===== config.mk =====
export PLATFORM = sky130hd
export DESIGN_NAME = override_scheduler
export DESIGN_NICKNAME = d
export VERILOG_FILES = /design/src/rtl/override_pkg.sv /design/src/rtl/override_pend_slot.sv /design/src/rtl/override_scheduler.sv
export SDC_FILE = /design/constraint.sdc
export NUM_CORES = 1
export LEC_CHECK = 0
export BUFFER_PORTS_ARGS = -buffer_cell sky130_fd_sc_hd__buf_2
export CAP_MARGIN = 20
export CORE_UTILIZATION = 51
export DETAILED_ROUTE_END_ITERATION = 8
export GPL_ROUTABILITY_DRIVEN = 0
export PLACE_DENSITY_LB_ADDON = 0.2
export SLEW_MARGIN = 20
export SYNTH_ARGS = -nofsm -noshare
export SYNTH_HDL_FRONTEND = slang
export SYNTH_SLANG_ARGS = --single-unit

===== constraint.sdc =====
create_clock -name clock -period 2.45 [get_ports clock]
set_input_delay 0.1225 -clock clock [delete_from_list [all_inputs] [get_ports clock]]
set_output_delay 0.1225 -clock clock [all_outputs]
set_load 0.005 [all_outputs]

===== src/rtl/override_pkg.sv =====
// Shared types and defaults for the override scheduler.
//   ovr_state_e : scheduler FSM state (IDLE / HOLD / GAP)
//   ovr_req_t   : override request {value, hold} at default widths
package override_pkg;

  localparam int OVR_WIDTH_DEF = 4;
  localparam int OVR_CNT_W_DEF = 8;

  typedef enum logic [1:0] {
    IDLE = 2'd0,
    HOLD = 2'd1,
    GAP  = 2'd2
  } ovr_state_e;

  typedef struct packed {
    logic [OVR_WIDTH_DEF-1:0] value;
    logic [OVR_CNT_W_DEF-1:0] hold;
  } ovr_req_t;

endpackage


===== src/rtl/override_pend_slot.sv =====
// One-entry holding register for a queued override request.
//   i_clk, i_rst : clock, synchronous active-high reset
//   i_load       : capture i_data, mark valid
//   i_flush      : drop any held entry (wins over load/take)
//   i_take       : consumer takes the entry, mark empty
//   o_valid      : entry held
//   o_data       : held entry
module override_pend_slot #(
  parameter int DW = 12
) (
  input  logic          i_clk,
  input  logic          i_rst,
  input  logic          i_load,
  input  logic          i_flush,
  input  logic          i_take,
  input  logic [DW-1:0] i_data,
  output logic          o_valid,
  output logic [DW-1:0] o_data
);

  logic          r_valid;
  logic [DW-1:0] r_data;

  always_ff @(posedge i_clk) begin
    if (i_rst) begin
      r_valid <= 1'b0;
      r_data  <= '0;
    end else begin
      if (i_flush)     r_valid <= 1'b0;
      else if (i_load) r_valid <= 1'b1;
      else if (i_take) r_valid <= 1'b0;
      if (i_load) r_data <= i_data;
    end
  end

  assign o_valid = r_valid;
  assign o_data  = r_data;

endmodule


===== src/rtl/override_scheduler.sv =====
// Sequencer for the procedural-override register stage. Accepts {value, hold}
// requests over valid/ready, drives force_en/force_val for max(hold,1) cycles,
// then releases for exactly one GAP cycle (done pulse). One pending request
// can be queued during HOLD so back-to-back overrides need no stall.
//   clock, reset        : clock, synchronous active-high reset
//   req_valid/req_ready : request handshake (ready is combinational)
//   req_value, req_hold : value to force, cycles to hold (0 treated as 1)
//   cancel              : abort active override, flush pending slot
//   force_en, force_val : registered override controls for downstream
//   busy                : combinational, state != IDLE or pending valid
//   done, done_cancelled: registered end-of-override pulse and its cause
module override_scheduler
  import override_pkg::*;
#(
  parameter int WIDTH = OVR_WIDTH_DEF,
  parameter int CNT_W = OVR_CNT_W_DEF
) (
  input  logic             clock,
  input  logic             reset,
  input  logic             req_valid,
  output logic             req_ready,
  input  logic [WIDTH-1:0] req_value,
  input  logic [CNT_W-1:0] req_hold,
  input  logic             cancel,
  output logic             force_en,
  output logic [WIDTH-1:0] force_val,
  output logic             busy,
  output logic             done,
  output logic             done_cancelled
);

  ovr_state_e         r_state, w_state_nxt;
  logic [CNT_W-1:0]   r_cnt;
  logic               r_force_en, r_done, r_done_cancelled;
  logic [WIDTH-1:0]   r_force_val;

  logic               w_accept, w_pend_valid, w_pend_load, w_pend_take;
  logic [WIDTH+CNT_W-1:0] w_pend_data;
  logic               w_load_req, w_load_pend, w_cancel_exit;
  logic [WIDTH-1:0]   w_src_value;
  logic [CNT_W-1:0]   w_src_hold, w_cnt_init;
  logic               w_force_en_nxt, w_done_nxt, w_done_cancelled_nxt;
  logic [WIDTH-1:0]   w_force_val_nxt;

  // cancel blocks acceptance so it always wins over a new request
  assign req_ready = !reset && !w_pend_valid && !cancel;
  assign w_accept  = req_valid && req_ready;

  // Requests arriving during HOLD queue; IDLE/GAP accepts bypass the slot.
  assign w_pend_load = w_accept && (r_state == HOLD);
  assign w_pend_take = w_load_pend;

  override_pend_slot #(.DW(WIDTH + CNT_W)) u_pend (
    .i_clk   (clock),
    .i_rst   (reset),
    .i_load  (w_pend_load),
    .i_flush (cancel),
    .i_take  (w_pend_take),
    .i_data  ({req_value, req_hold}),
    .o_valid (w_pend_valid),
    .o_data  (w_pend_data)
  );

  // Next-state logic
  always_comb begin
    w_state_nxt   = r_state;
    w_load_req    = 1'b0;
    w_load_pend   = 1'b0;
    w_cancel_exit = 1'b0;
    case (r_state)
      IDLE: if (w_accept) begin
        w_state_nxt = HOLD;
        w_load_req  = 1'b1;
      end
      HOLD: begin
        if (cancel) begin
          w_state_nxt   = GAP;
          w_cancel_exit = 1'b1;
        end else if (r_cnt == '0) begin
          w_state_nxt = GAP;
        end
      end
      GAP: begin
        if (cancel) begin
          w_state_nxt = IDLE;   // slot flushed, ready low: nothing to load
        end else if (w_pend_valid) begin
          w_state_nxt = HOLD;
          w_load_pend = 1'b1;
        end else if (w_accept) begin
          w_state_nxt = HOLD;
          w_load_req  = 1'b1;
        end else begin
          w_state_nxt = IDLE;
        end
      end
      default: w_state_nxt = IDLE;
    endcase
  end

  // Output logic: registered outputs are decoded from the next state
  always_comb begin
    {w_src_value, w_src_hold} = w_load_pend ? w_pend_data : {req_value, req_hold};
    w_cnt_init = (w_src_hold == '0) ? '0 : w_src_hold - CNT_W'(1);
    w_force_en_nxt       = (w_state_nxt == HOLD);
    w_done_nxt           = (w_state_nxt == GAP);
    w_done_cancelled_nxt = w_cancel_exit;
    w_force_val_nxt      = (w_load_req || w_load_pend) ? w_src_value : r_force_val;
  end

  // State register
  always_ff @(posedge clock) begin
    if (reset) begin
      r_state          <= IDLE;
      r_cnt            <= '0;
      r_force_en       <= 1'b0;
      r_force_val      <= '0;
      r_done           <= 1'b0;
      r_done_cancelled <= 1'b0;
    end else begin
      r_state <= w_state_nxt;
      if (w_load_req || w_load_pend)           r_cnt <= w_cnt_init;
      else if (r_state == HOLD && r_cnt != '0) r_cnt <= r_cnt - CNT_W'(1);
      r_force_en       <= w_force_en_nxt;
      r_force_val      <= w_force_val_nxt;
      r_done           <= w_done_nxt;
      r_done_cancelled <= w_done_cancelled_nxt;
    end
  end

  assign force_en       = r_force_en;
  assign force_val      = r_force_val;
  assign done           = r_done;
  assign done_cancelled = r_done_cancelled;
  assign busy           = (r_state != IDLE) || w_pend_valid;

endmodule


# Yosys cells after proc, flatten, opt, wreduce, memory -nomap -nowiden
# Index checks and enable logic that the tools add are counted.
# word_totals
input_bits,16
latchBits,0
mem_bits_rw,0
output_inout_bits,9
mem_bits_ro,0
mem_count,0
elab_cells,55
reg_bits,30
# op_classes
n_bitwise,1
n_mul,0
addsub,2
mux,21
div_mod_pow,0
eq_ne,4
order_cmp,0
n_reduce_logical,19
shift,0
# op_table
cell,count
two-way mux 8 bit,3
zero test 8 bit,2
"subtractor 8 x 1 -> 8 bit, second input constant",2
two-way mux 1 bit,12
two-way mux 12 bit,1
nonzero test 8 bit,1
two-way mux 2 bit,3
case mux 2 bit (3 select lines),1
nonzero test 2 bit,3
logical AND 1 bit,5
"equality test 2 x 1 -> 1 bit, second input constant",2
"equality test 2 bit, second input constant",2
OR reduction 2 bit,2
zero test 1 bit,3
zero test 2 bit,1
logical OR 1 bit,2
case mux 1 bit (2 select lines),1
inverter 1 bit,1

# Logic depth before layout (Yosys ltp)
# depth
word_depth,10
ltp_mapped,11
mapped_depth_nobuf,8

# Modules after synthesis
# From an unflattened synthesis, not the netlist that was laid out.
# unflattened
cells_unflattened,193
hier_area_um2,1756.7
# by_module_without_submodules
mod,cells_each,n_inst,area_per_inst_um2
override_scheduler,150,1,1277.5
override_pend_slot,43,1,479.2

# Worst setup path after synthesis
# No wires, ideal clock.
# synth_path
path_kind,register to register
startpoint,reg r_state[0]
endpoint,reg r_cnt[6]
period_less_slack_ns,2.434
setup_time_ns,0.086
required_time_ns,2.364
setup_slack_ns,0.016
t_arrival_ns,2.349
stages_incl_launch_ff,12
n_path_buf,3
cell_sequence,dfxtp_1 > buf_2 > nand4bb_1 > buf_2 > buf_1 > mux2i_1 > ha_1 > nor3b_1 > nand2_1 > xnor2_1 > o2111ai_1 > a211oi_1
# synth_between
elab_chain_len,6
word_cells_on_any_way,13
# synth_rtl
item,line,text
"start, declared",override_scheduler.sv:32,"ovr_state_e r_state, w_state_nxt;"
"start signal, assigned",override_scheduler.sv:120,r_state <= w_state_nxt;
equality test 2 bit,override_scheduler.sv:70,case (r_state)
two-way mux 1 bit,override_scheduler.sv:70,
two-way mux 12 bit,override_scheduler.sv:102,"{w_src_value, w_src_hold} = w_load_pend ? w_pend_data : {req_value, req_hold};"
subtractor 8 x 1 -> 8 bit or zero test 8 bit (tied branches),override_scheduler.sv:103,w_cnt_init = (w_src_hold == '0) ? '0 : w_src_hold - CNT_W'(1);
two-way mux 8 bit,override_scheduler.sv:103,
two-way mux 8 bit,override_scheduler.sv:121,if (w_load_req || w_load_pend) r_cnt <= w_cnt_init;
"end signal, assigned",override_scheduler.sv:121,
"end signal, assigned",override_scheduler.sv:122,else if (r_state == HOLD && r_cnt != '0) r_cnt <= r_cnt - CNT_W'(1);
"end, declared",override_scheduler.sv:33,logic [CNT_W-1:0] r_cnt;
# Parallel ways exist; a longest one is shown, timed or not.
# A chain may end at the register's enable or synchronous reset.

# Worst setup path in the final report
# layout_path
startpoint,"reg u_pend.r_valid, in the netlist u_pend.o_valid"
endpoint,reg r_cnt[2]
# layout_between
elab_chain_len,10
word_cells_on_any_way,18
# layout_rtl
item,line,text
"start, declared",override_pend_slot.sv:21,logic r_valid;
"start signal, assigned",override_pend_slot.sv:26,r_valid <= 1'b0;
"start signal, assigned",override_pend_slot.sv:29,if (i_flush) r_valid <= 1'b0;
"start signal, assigned",override_pend_slot.sv:30,else if (i_load) r_valid <= 1'b1;
branches (longest 10 deep; another with subtractor 8 x 1 -> 8 bit),n/a,
# Several ways; the timed one is not identified.

==> results.yml <==
clock_tree:
  cts-root-buf: "clkbuf_4"
  post_cts_buffers: 0
  clockBufferDepth: 2
  cts_buffers: 5
  cts.sinks: 30
  cts_tree: "yes"
  htreeDepth: 2
  clock_latency_ns: 0.32
  clk_pin_slew_ns: 0.10
synth:
  synthFlopType: "dfxtp_1"
  yosysUniqueCellTypes: 44
  synthTopCellsByArea: "dfxtp_1 36%, mux2i_1 8.9%, nor2_1 5.3%"
  ys_seq_area_frac: 0.355
  avgSynthCellArea_um2: 8.67
  synth.net_count: 214
  syn_inst: 195
  yosys_warnings: 0
  syn_area_um2: 1690
  synth_edf_count: 0
  synth_area_leader_cell: "dfxtp_1"
  ys_ff_latch: 30
  synth_top_area_frac: 0.355
  ys_async_sr_fraction: 0
floorplanning:
  num_rows: 20
  die_area_um2: 3550
  die_w_um: 59.6
  die_h_um: 59.6
  ios: 25
  coreArea_um2: 3100
  start_util: 0.545
sta:
  timing.fmax_mhz: 447
  min_period_over_period: 0.913
  tightestPinTransition_ns: 0.528
  final-setup-viol-count: 0
  hold_slack_ns: 0.0544
  slew-limit-headroom: 0.646
  clock_skew_ns: 0.0107
  maxSlewViolCount: 0
  fin_setup_tns_ns: 0
  rsz0062_at_grt: "false"
  final_hold_viol_count: 0
  post-route-min-period_ns: 2.24
outcome:
  outcome: "completed"
flow_run:
  cap_violations: 0
place:
  post-place-cells: 264
  dp_hpwl_um: 2910
  dpl_cell_area_um2: 1900
  io_buffer_count: 24
worst_setup_path:
  path_common_cell: "a21oi_1"
  worstRegToRegCells: 8
  r2r_start: "u_pend.o_valid"
  arrival_ns: 2.43
  start_kind: "flop"
  cp_top_family: "simple AND/OR/NAND/NOR gates"
  crit_slowest_cell: "dfxtp_1"
  worst-path-buf-inv: 1
  critPathCaptureType: "flop"
  crit_fanout: 8
  worstPathRequired_ns: 2.65
  cp_slowest_stage_delay_ns: 0.47
  path_cells: "nand4bb_2 > mux2i_2 > ha_1 > nor4b_1 > a21oi_1 > buf_4 > a21oi_1 > a2111oi_2"
  r2r_end: "r_cnt[2]"
  r2r_slack_ns: 0.21
  worstSetupPathType: "reg -> reg"
power_and_ir_drop:
  p_per_area_nw_per_um2: 552
  leakage_nw: 0.855
  ir_drop_v: 0.000494
global_routing:
  grt-ovfl-total: 0
  grtUsageMet1: 0.332
  grt_pass1_wl_um: 6640
  antenna_found_initial: 0
  busiest_layer: "met2"
  grt_pass1_vias: 1425
  grt.total_usage: 0.251
  use_met3: 0.0677
  grt_use_met2: 0.398
  grt_max_degree: 35
cells_and_area:
  stdcell_area_um2: 2000
  layout-drive-gt1-share: 0.238
  areaGrowthSynthToFinish_pct: 18.5
  num_antenna_cells: 0
  stdcell_count: 271
  nNetsFinal: 246
route:
  drt_iter0_drc: 91
  antenna_left: 0
  drt_wl_total_um: 3890
  drc_errors: 0
  num_vias: 1551
  via_per_inst: 5.72
  post_drt_wl_per_cell_um: 14.4
  first_pass_iters: 4
hold_path:
  holdPathStages: 3
  hp-start: "req_value[2]"
  worstHoldEndpoint: "u_pend.o_data[10]"
  hp-class: "in -> reg"
==> synth_stat cells (all sizes together), types with 4 or more instances <==
| cell type | instances |
|---|---|
| nor3 | 7 |
| or3 | 6 |
| nor3b | 5 |
| o211ai | 4 |
| a311oi | 4 |
| a21oi | 8 |
| or4 | 4 |
| clkbuf | 4 |
| nand2 | 15 |
| xor2 | 4 |
| nor2 | 24 |
| xnor2 | 7 |
| mux2i | 15 |
| dfxtp | 30 |
| o21ai | 7 |
| nand3 | 5 |
| buf | 6 |
| a211oi | 6 |
==> cell type report <==
type	instances	area [um2]
fill	284	1100
clock buffer	6	51.3
clock inverter	1	30.0
tap	44	55.1
multi-input combinational	152	1050
sequential	30	601
timing repair buffer	35	203
inverter	3	11.3
==> timing repair <==
item                                   in CTS  in global routing
setup endpoints to repair                   0                  5
gates resized for setup                     0                  4
hold buffers                                0                  0
endpoints found under the hold margin       0                  0
==> layer usage <==
layer | part of all wire | vias up
met5 | 0 | -
met4 | 0.013 | 0
met3 | 0.052 | 7
met2 | 0.47 | 30
met1 | 0.47 | 728
li1 | - | 786
==> tightest hold or removal path: cells and delay by family <==
kind / cells / cell delay [ns]
AND/OR/NAND/NOR: 1 / 0.07
buffers and inverters: 1 / 0.09
multiplexers: 1 / 0.06
==> per-stage QoR <==
stage	util	setup WS [ns]	total power [W]
floorplan	-	0.0157	0.000648
global placement	0.614	0.254	0.000707
detailed placement	0.614	0.117	0.000713
CTS	0.640	0.0708	0.00111
global route	0.646	0.0267	0.00115
finish	0.646	0.214	0.00110
==> layout by cell type (no fill, tap or decap), types with 5 or more instances in the layout <==
cell       n
a21oi_1    8
xnor2_1    7
buf_4     11
nand2_1   15
clkbuf_4   5
or3_1      6
nand3_1    5
nor3_1     7
o21ai_0    6
buf_2     24
a211oi_1   6
mux2i_1   13
nor2_1    24
dfxtp_1   30
==> kinds of logic after synthesis <==
kind of cell,after synthesis,synth area share
DFF,30,0.355
adders and majority gates,3,0.0222
buffers and inverters,13,0.0326
AOI/OAI and AO/OA,40,0.173
xor gates and xnor gates,11,0.0570
and+or+nand+nor,83,0.271
muxes,15,0.0888
==> flip-flops by register name, indices dropped and copies added, names as in the netlist <==
name and cells:
done 1, done_cancelled 1, force_en 1, force_val 4, r_cnt 8, r_state 2
u_pend.o_data 12, u_pend.o_valid 1
==> power breakdown <==
| group | switching, W | total, W | internal [W] | leakage, nW |
|---|---|---|---|---|
| Clock | 0.000162 | 0.000399 | 0.000237 | 0.0443 |
| Combinational | 0.000101 | 0.000186 | 0.0000858 | 0.568 |
| Sequential | 0.0000154 | 0.000519 | 0.000504 | 0.243 |
| Total | 0.000278 | 0.00110 | 0.000827 | 0.855 |
==> how the worst max path moves through the flow <==
| stage | start | end | cells after the start |
|---|---|---|---|
| after floorplan | r_state[0] | r_cnt[6] | 11 |
| after global placement | u_pend.o_valid | r_cnt[6] | 8 |
| after detailed placement | u_pend.o_valid | r_cnt[6] | 8 |
| after CTS | u_pend.o_valid | r_cnt[6] | 8 |
| after global routing | u_pend.o_valid | r_cnt[2] | 8 |
| final | u_pend.o_valid | r_cnt[2] | 8 |
(Power assumes the default switching activity.)
